===== src/rtl/rx_pma_pkg.sv =====
// rx_pma_pkg: shared constants and types for the RX PMA deserializer.
//   RX_DATA_WIDTH      symbol width (10-bit 8b/10b code groups)
//   K28_5_RDM/RDP      K28.5 comma in both running disparities, bit a in [0]
//   PHASE_W            width of the symbol phase and fill counters
//   rx_align_state_e   word-alignment FSM states
package rx_pma_pkg;
    localparam int RX_DATA_WIDTH = 10;
    localparam logic [RX_DATA_WIDTH-1:0] K28_5_RDM = 10'h17C;
    localparam logic [RX_DATA_WIDTH-1:0] K28_5_RDP = 10'h283;
    localparam int PHASE_W = 4;

    typedef enum logic {
        HUNT    = 1'b0,
        ALIGNED = 1'b1
    } rx_align_state_e;
endpackage


===== src/rtl/rx_comma_detect.sv =====
// rx_comma_detect: serial-in shift register with a fill counter and
// a K28.5 comparator.
//   i_clk        bit-rate clock
//   i_rst        synchronous reset, active-high
//   i_en         receiver enable; low holds the shift register and empties it
//   i_bit        serial data, bit a first
//   o_sr         current 10-bit window, oldest bit in [0]
//   o_comma_hit  window is full and equals either K28.5 disparity
module rx_comma_detect
    import rx_pma_pkg::*;
#(
    parameter int                    DATA_WIDTH = RX_DATA_WIDTH,
    parameter logic [DATA_WIDTH-1:0] COMMA_P    = K28_5_RDM,
    parameter logic [DATA_WIDTH-1:0] COMMA_N    = K28_5_RDP
) (
    input  logic                  i_clk,
    input  logic                  i_rst,
    input  logic                  i_en,
    input  logic                  i_bit,
    output logic [DATA_WIDTH-1:0] o_sr,
    output logic                  o_comma_hit
);
    localparam logic [PHASE_W-1:0] FILL_FULL = PHASE_W'(DATA_WIDTH);

    logic [DATA_WIDTH-1:0] r_sr;
    logic [PHASE_W-1:0]    r_fill;

    always_ff @(posedge i_clk) begin
        if (i_rst) begin
            r_sr   <= '0;
            r_fill <= '0;
        end else if (!i_en) begin
            // Window contents are kept but no longer trusted for a match.
            r_fill <= '0;
        end else begin
            r_sr <= {i_bit, r_sr[DATA_WIDTH-1:1]};
            if (r_fill != FILL_FULL)
                r_fill <= r_fill + PHASE_W'(1);
        end
    end

    assign o_sr        = r_sr;
    assign o_comma_hit = (r_fill == FILL_FULL) && ((r_sr == COMMA_P) || (r_sr == COMMA_N));
endmodule


===== src/rtl/rx_pma_deserializer.sv =====
// rx_pma_deserializer: serial-to-parallel RX PMA with K28.5 word alignment.
//   Bit_Rate_10     bit-rate clock, rising edge
//   Rst             synchronous reset, active-high
//   RX_In           serial data, bit a (LSB) first
//   RX_Data_Enable  receiver enable; low drops back to HUNT
//   Data_out        aligned symbol, [0] = first bit received
//   RX_Valid        one-cycle strobe per emitted symbol
//   Comma_Det       one-cycle strobe with RX_Valid when the symbol is a comma
//   RX_Locked       high while ALIGNED
// Build option: define RX_COMMA_REALIGN_EN to realign on a comma seen off
// the current symbol grid; otherwise such commas are ignored.
module rx_pma_deserializer
    import rx_pma_pkg::*;
#(
    parameter int                    DATA_WIDTH = RX_DATA_WIDTH,
    parameter logic [DATA_WIDTH-1:0] COMMA_P    = K28_5_RDM,
    parameter logic [DATA_WIDTH-1:0] COMMA_N    = K28_5_RDP
) (
    input  logic                  Bit_Rate_10,
    input  logic                  Rst,
    input  logic                  RX_In,
    input  logic                  RX_Data_Enable,
    output logic [DATA_WIDTH-1:0] Data_out,
    output logic                  RX_Valid,
    output logic                  Comma_Det,
    output logic                  RX_Locked
);
    localparam logic [PHASE_W-1:0] PHASE_LAST = PHASE_W'(DATA_WIDTH - 1);

    logic [DATA_WIDTH-1:0] w_sr;
    logic                  w_comma_hit;

    rx_align_state_e       r_state;
    logic [PHASE_W-1:0]    r_phase;
    logic [DATA_WIDTH-1:0] r_data;
    logic                  r_valid;
    logic                  r_comma;

    rx_comma_detect #(
        .DATA_WIDTH (DATA_WIDTH),
        .COMMA_P    (COMMA_P),
        .COMMA_N    (COMMA_N)
    ) u_comma_detect (
        .i_clk       (Bit_Rate_10),
        .i_rst       (Rst),
        .i_en        (RX_Data_Enable),
        .i_bit       (RX_In),
        .o_sr        (w_sr),
        .o_comma_hit (w_comma_hit)
    );

    always_ff @(posedge Bit_Rate_10) begin
        if (Rst) begin
            r_state <= HUNT;
            r_phase <= '0;
            r_data  <= '0;
            r_valid <= 1'b0;
            r_comma <= 1'b0;
        end else if (!RX_Data_Enable) begin
            // Data_out is deliberately left holding the last symbol.
            r_state <= HUNT;
            r_valid <= 1'b0;
            r_comma <= 1'b0;
        end else begin
            r_valid <= 1'b0;
            r_comma <= 1'b0;
            case (r_state)
                HUNT: begin
                    if (w_comma_hit) begin
                        r_data  <= w_sr;
                        r_valid <= 1'b1;
                        r_comma <= 1'b1;
                        r_phase <= '0;
                        r_state <= ALIGNED;
                    end
                end
                ALIGNED: begin
                    // Phase 9 means the window holds a full symbol on the grid.
                    if (r_phase == PHASE_LAST) begin
                        r_data  <= w_sr;
                        r_valid <= 1'b1;
                        r_comma <= w_comma_hit;
                        r_phase <= '0;
                    end
`ifdef RX_COMMA_REALIGN_EN
                    else if (w_comma_hit) begin
                        r_data  <= w_sr;
                        r_valid <= 1'b1;
                        r_comma <= 1'b1;
                        r_phase <= '0;
                    end
`endif
                    else begin
                        r_phase <= r_phase + PHASE_W'(1);
                    end
                end
                default: r_state <= HUNT;
            endcase
        end
    end

    assign Data_out  = r_data;
    assign RX_Valid  = r_valid;
    assign Comma_Det = r_comma;
    assign RX_Locked = (r_state == ALIGNED);
endmodule


===== config.mk =====
export PLATFORM = sky130hd
export DESIGN_NAME = rx_pma_deserializer
export DESIGN_NICKNAME = d
export VERILOG_FILES = /design/src/rtl/rx_pma_pkg.sv /design/src/rtl/rx_comma_detect.sv /design/src/rtl/rx_pma_deserializer.sv
export SDC_FILE = /design/constraint.sdc
export NUM_CORES = 1
export LEC_CHECK = 0
export ABC_CLOCK_PERIOD_IN_PS = 3900
export CAP_MARGIN = 25
export CORE_ASPECT_RATIO = 1.4
export CORE_MARGIN = 5
export CORE_UTILIZATION = 61
export CTS_BUF_LIST = sky130_fd_sc_hd__clkbuf_2 sky130_fd_sc_hd__clkbuf_4 sky130_fd_sc_hd__clkbuf_8
export DETAILED_ROUTE_END_ITERATION = 10
export HOLD_SLACK_MARGIN = 0.15
export PLACE_DENSITY = 0.83
export REMOVE_ABC_BUFFERS = 1
export SLEW_MARGIN = 20
export SYNTH_ARGS = -nofsm -noshare
export SYNTH_HDL_FRONTEND = slang
export SYNTH_SLANG_ARGS = --single-unit

===== constraint.sdc =====
create_clock -name Bit_Rate_10 -period 3.9 [get_ports Bit_Rate_10]
set_clock_uncertainty 0.2 [all_clocks]
set_input_delay 0.585 -clock Bit_Rate_10 [delete_from_list [all_inputs] [get_ports Bit_Rate_10]]
set_output_delay 0.585 -clock Bit_Rate_10 [all_outputs]
set_load 0.02 [all_outputs]

==> flow_summary.yaml <==
setup_path:
  cp-startpoint: "u_comma_detect.r_fill[0]"
  r2r_start: "u_comma_detect.r_fill[0]"
  critical_path_data_required_time_ns: 3.96
  worstSetupEndpointType: "flop"
  worstSetupStartpointType: "flop"
  reg2reg_to: "Data_out[2]"
  worst-endpoint-arrival_ns: 2.51
  critPathKind: "reg2reg"
  timing.reg2reg.worst_path_depth: 7
  worstPathMaxFanout: 10
  regToRegSetupSlack_ns: 1.45
hold_path:
  min_delay_path_depth: 2
  hold_path_startpoint: "Data_out[4]"
  worstHoldEndpoint: "Data_out[4]"
  path_category_of_the_worst_min_delay_check: "reg2reg"
synthesis:
  synth.top_cells.by_count: "dfxtp_1, nand2b_1, mux2i_1"
  ys_dominant_reg_cell: "dfxtp_1"
  synth_area_per_cell_sq_um: 9.76
  synth.top_cell.area_share_pct: 45.1
  dominant_cell_type_by_area_after_synthesis: "dfxtp_1"
  synthesis.area_sq_um: 1380
  yosysWarningCount: 0
  synth_cells: 141
  netlist-cell-type-count: 31
  async_flop_share_pct: 0
  synth_enable_flop_cells: 0
  yosysSeqAreaShare_pct: 45.1
  ys_ff_latch: 31
  synth.area.top_cells: "dfxtp_1, mux2i_1, nand2b_1"
  synth.most_common_cell: "dfxtp_1"
global_route:
  grt.overflow.total: 0
  grt_antenna_before_repair: 0
  number_of_global_route_vias_before_repair: 1032
  grt_max_degree: 22
  grt_pass1_wl_mm: 4.42
  grt_usage_pct: 17.4
place:
  dp.final_hpwl_mm: 1.78
  placement.io_buffers: 16
  gpl.final_weighted_congestion: 0.817
  dp_worst_setup_slack_ns: 1.46
clock_network:
  clk_transition_reported_paths_ns: 0.09
  cts_hold_repair.buffers: 0
  cts.repair_timing.setup_buffer_count: 0
  tritoncts: "yes"
  clk_root_buffer_cell: "clkbuf_4"
  clock_insertion_delay_worst_skew_ns: 0.33
  max-clock-path-buffers: 2
  tritoncts.num_buffers: 5
  clkSinkCount: 31
  h-tree-depth: 2
  cts-resized-gates: 0
power:
  power-per-cell-area_nw_per_um2: 347
  portion_of_total_power_attributed_to_the_clock_network_pct: 38.8
  swShare_pct: 21.5
  switching_power_mw: 0.121
  p_seq_share_pct: 56.9
  vdd.ir_drop.worst_mv: 0.243
  comb_power_share_pct: 4.2
  internal-power_mw: 0.443
  power.static_leakage_nw: 0.588
sta:
  slew_headroom_pct: 59.8
  post-route-period-util_pct: 62.8
  final_hold_viol_count: 0
  setup_viol_count_final: 0
  finalMaxSlewViolations: 0
  fin_setup_tns_ns: 0
  tightestPinTransition_ns: 0.600
  timing.fmax_mhz: 408
  layout_setup_ws_ns: 1.45
  grt_setup_unrepaired: "false"
  min_period_ns: 2.45
drt:
  postRouteAntennaNets: 0
  drc: 0
  avgViaCountPerCell: 5.62
  post_drt_wl_per_cell_microns: 13.6
  router_iterations_before_antenna_repair: 6
  dr.first_iter.drc_count: 34
  dr_total_vias: 1034
  final_wirelength_mm: 2.50
floorplan:
  die_area_sq_um: 3320
  die-height_microns: 66.2
  start_util_pct: 63.2
  chipWidth_microns: 50.1
  io-pin-count: 17
  core_area_sq_um: 2180
  core_rows: 20
final_layout:
  num-nets-final: 169
  area.growth.synth_to_final_pct: 18.4
  final_core_util_pct: 74.8
  fraction_of_layout_cells_with_a_size_suffix_above_1_pct: 9.88
  antenna_cells: 0
outcome:
  run_status: "complete, no violations"
flow_run:
  max_cap_viol_count: 0
## layout by cell type, fill, tap and decap left out, drive strengths merged, types with 3 or more instances in the layout
cell and count:
dfxtp 31, nand2b 24, mux2i 20, nor2 17, clkdlybuf4s50 16, clkbuf 8, inv 5, nor3 4
ha 4, nand2 3, buf 3, or4 3, or4b 3
## per-layer routing
layer,routed length [microns],up-vias,global-route usage [%]
met5,0,-,0
met3,128,5,7.00
li1,-,524,-
met1,1060,475,17.6
met4,52,0,8.20
met2,1260,30,30.5
## layout make-up
cell class                      count  area, sq um
Multi-Input combinational cell     99          707
Inverter                            5         18.8
Fill cell                         181          548
Clock buffer                        8         72.6
Tap cell                           22         27.5
Timing Repair Buffer               19          183
Sequential cell                    31          621
## power groups by stage
stage	combinational (mW)	clock, mW	sequential, mW
4_1_cts	0.0242	0.226	0.321
3_3_place_gp	0.0231	0	0.329
5_1_grt	0.0261	0.246	0.322
6_report	0.0239	0.219	0.321
3_5_place_dp	0.0241	0	0.329
2_1_floorplan	0.0111	0	0.328
## flip-flops by register name, indices dropped and copies added (netlist names)
register	cells
r_phase	4
u_comma_detect.r_fill	4
u_comma_detect.o_sr	10
RX_Locked	1
RX_Valid	1
Comma_Det	1
Data_out	10
## stage by stage
| stage | total power [mW] | cell area [sq um] | hold WS, ns | std cells |
|---|---|---|---|---|
| floorplan | 0.339 | 1350 | 0.242 | 135 |
| global placement | 0.352 | 1560 | 0.258 | 176 |
| detailed placement | 0.353 | 1560 | 0.263 | 176 |
| CTS | 0.571 | 1630 | 0.283 | 184 |
| global route | 0.594 | 1630 | 0.301 | 184 |
| finish | 0.565 | 1630 | 0.280 | 184 |
## worst max-delay path by stage
stage / end / slack [ns] / cells past startpoint
after CTS: Data_out[8] / 1.44 / 7
after floorplan: Data_out[0] / 1.24 / 4
after global routing: Data_out[5] / 1.32 / 7
after global placement: r_phase[1] / 1.49 / 5
final: Data_out[2] / 1.45 / 7
after detailed placement: Data_out[2] / 1.46 / 7
## worst max-delay path: stages (launching register included)
cell      delay (ns)
dfxtp_1         0.36
inv_1           0.08
ha_1            0.14
nand3b_1        0.22
or4_1           0.65
a311oi_2        0.26
buf_4           0.26
mux2i_1         0.20
## kinds of logic (layout without fill, tap and decap cells)
family / count (synthesis) / after routing / share of synthesized area, %
AO/OA/AOI/OAI: 9 / 9 / 4.91
XOR/XNOR: 3 / 3 / 1.91
adder cells (fa/ha/maj): 4 / 4 / 3.64
buffers and inverters: 11 / 32 / 3.54
flip-flops: 31 / 31 / 45.1
multiplexers: 20 / 20 / 14.5
AND/OR/NAND/NOR: 63 / 63 / 26.4
Power figures use the tool's default switching activity.
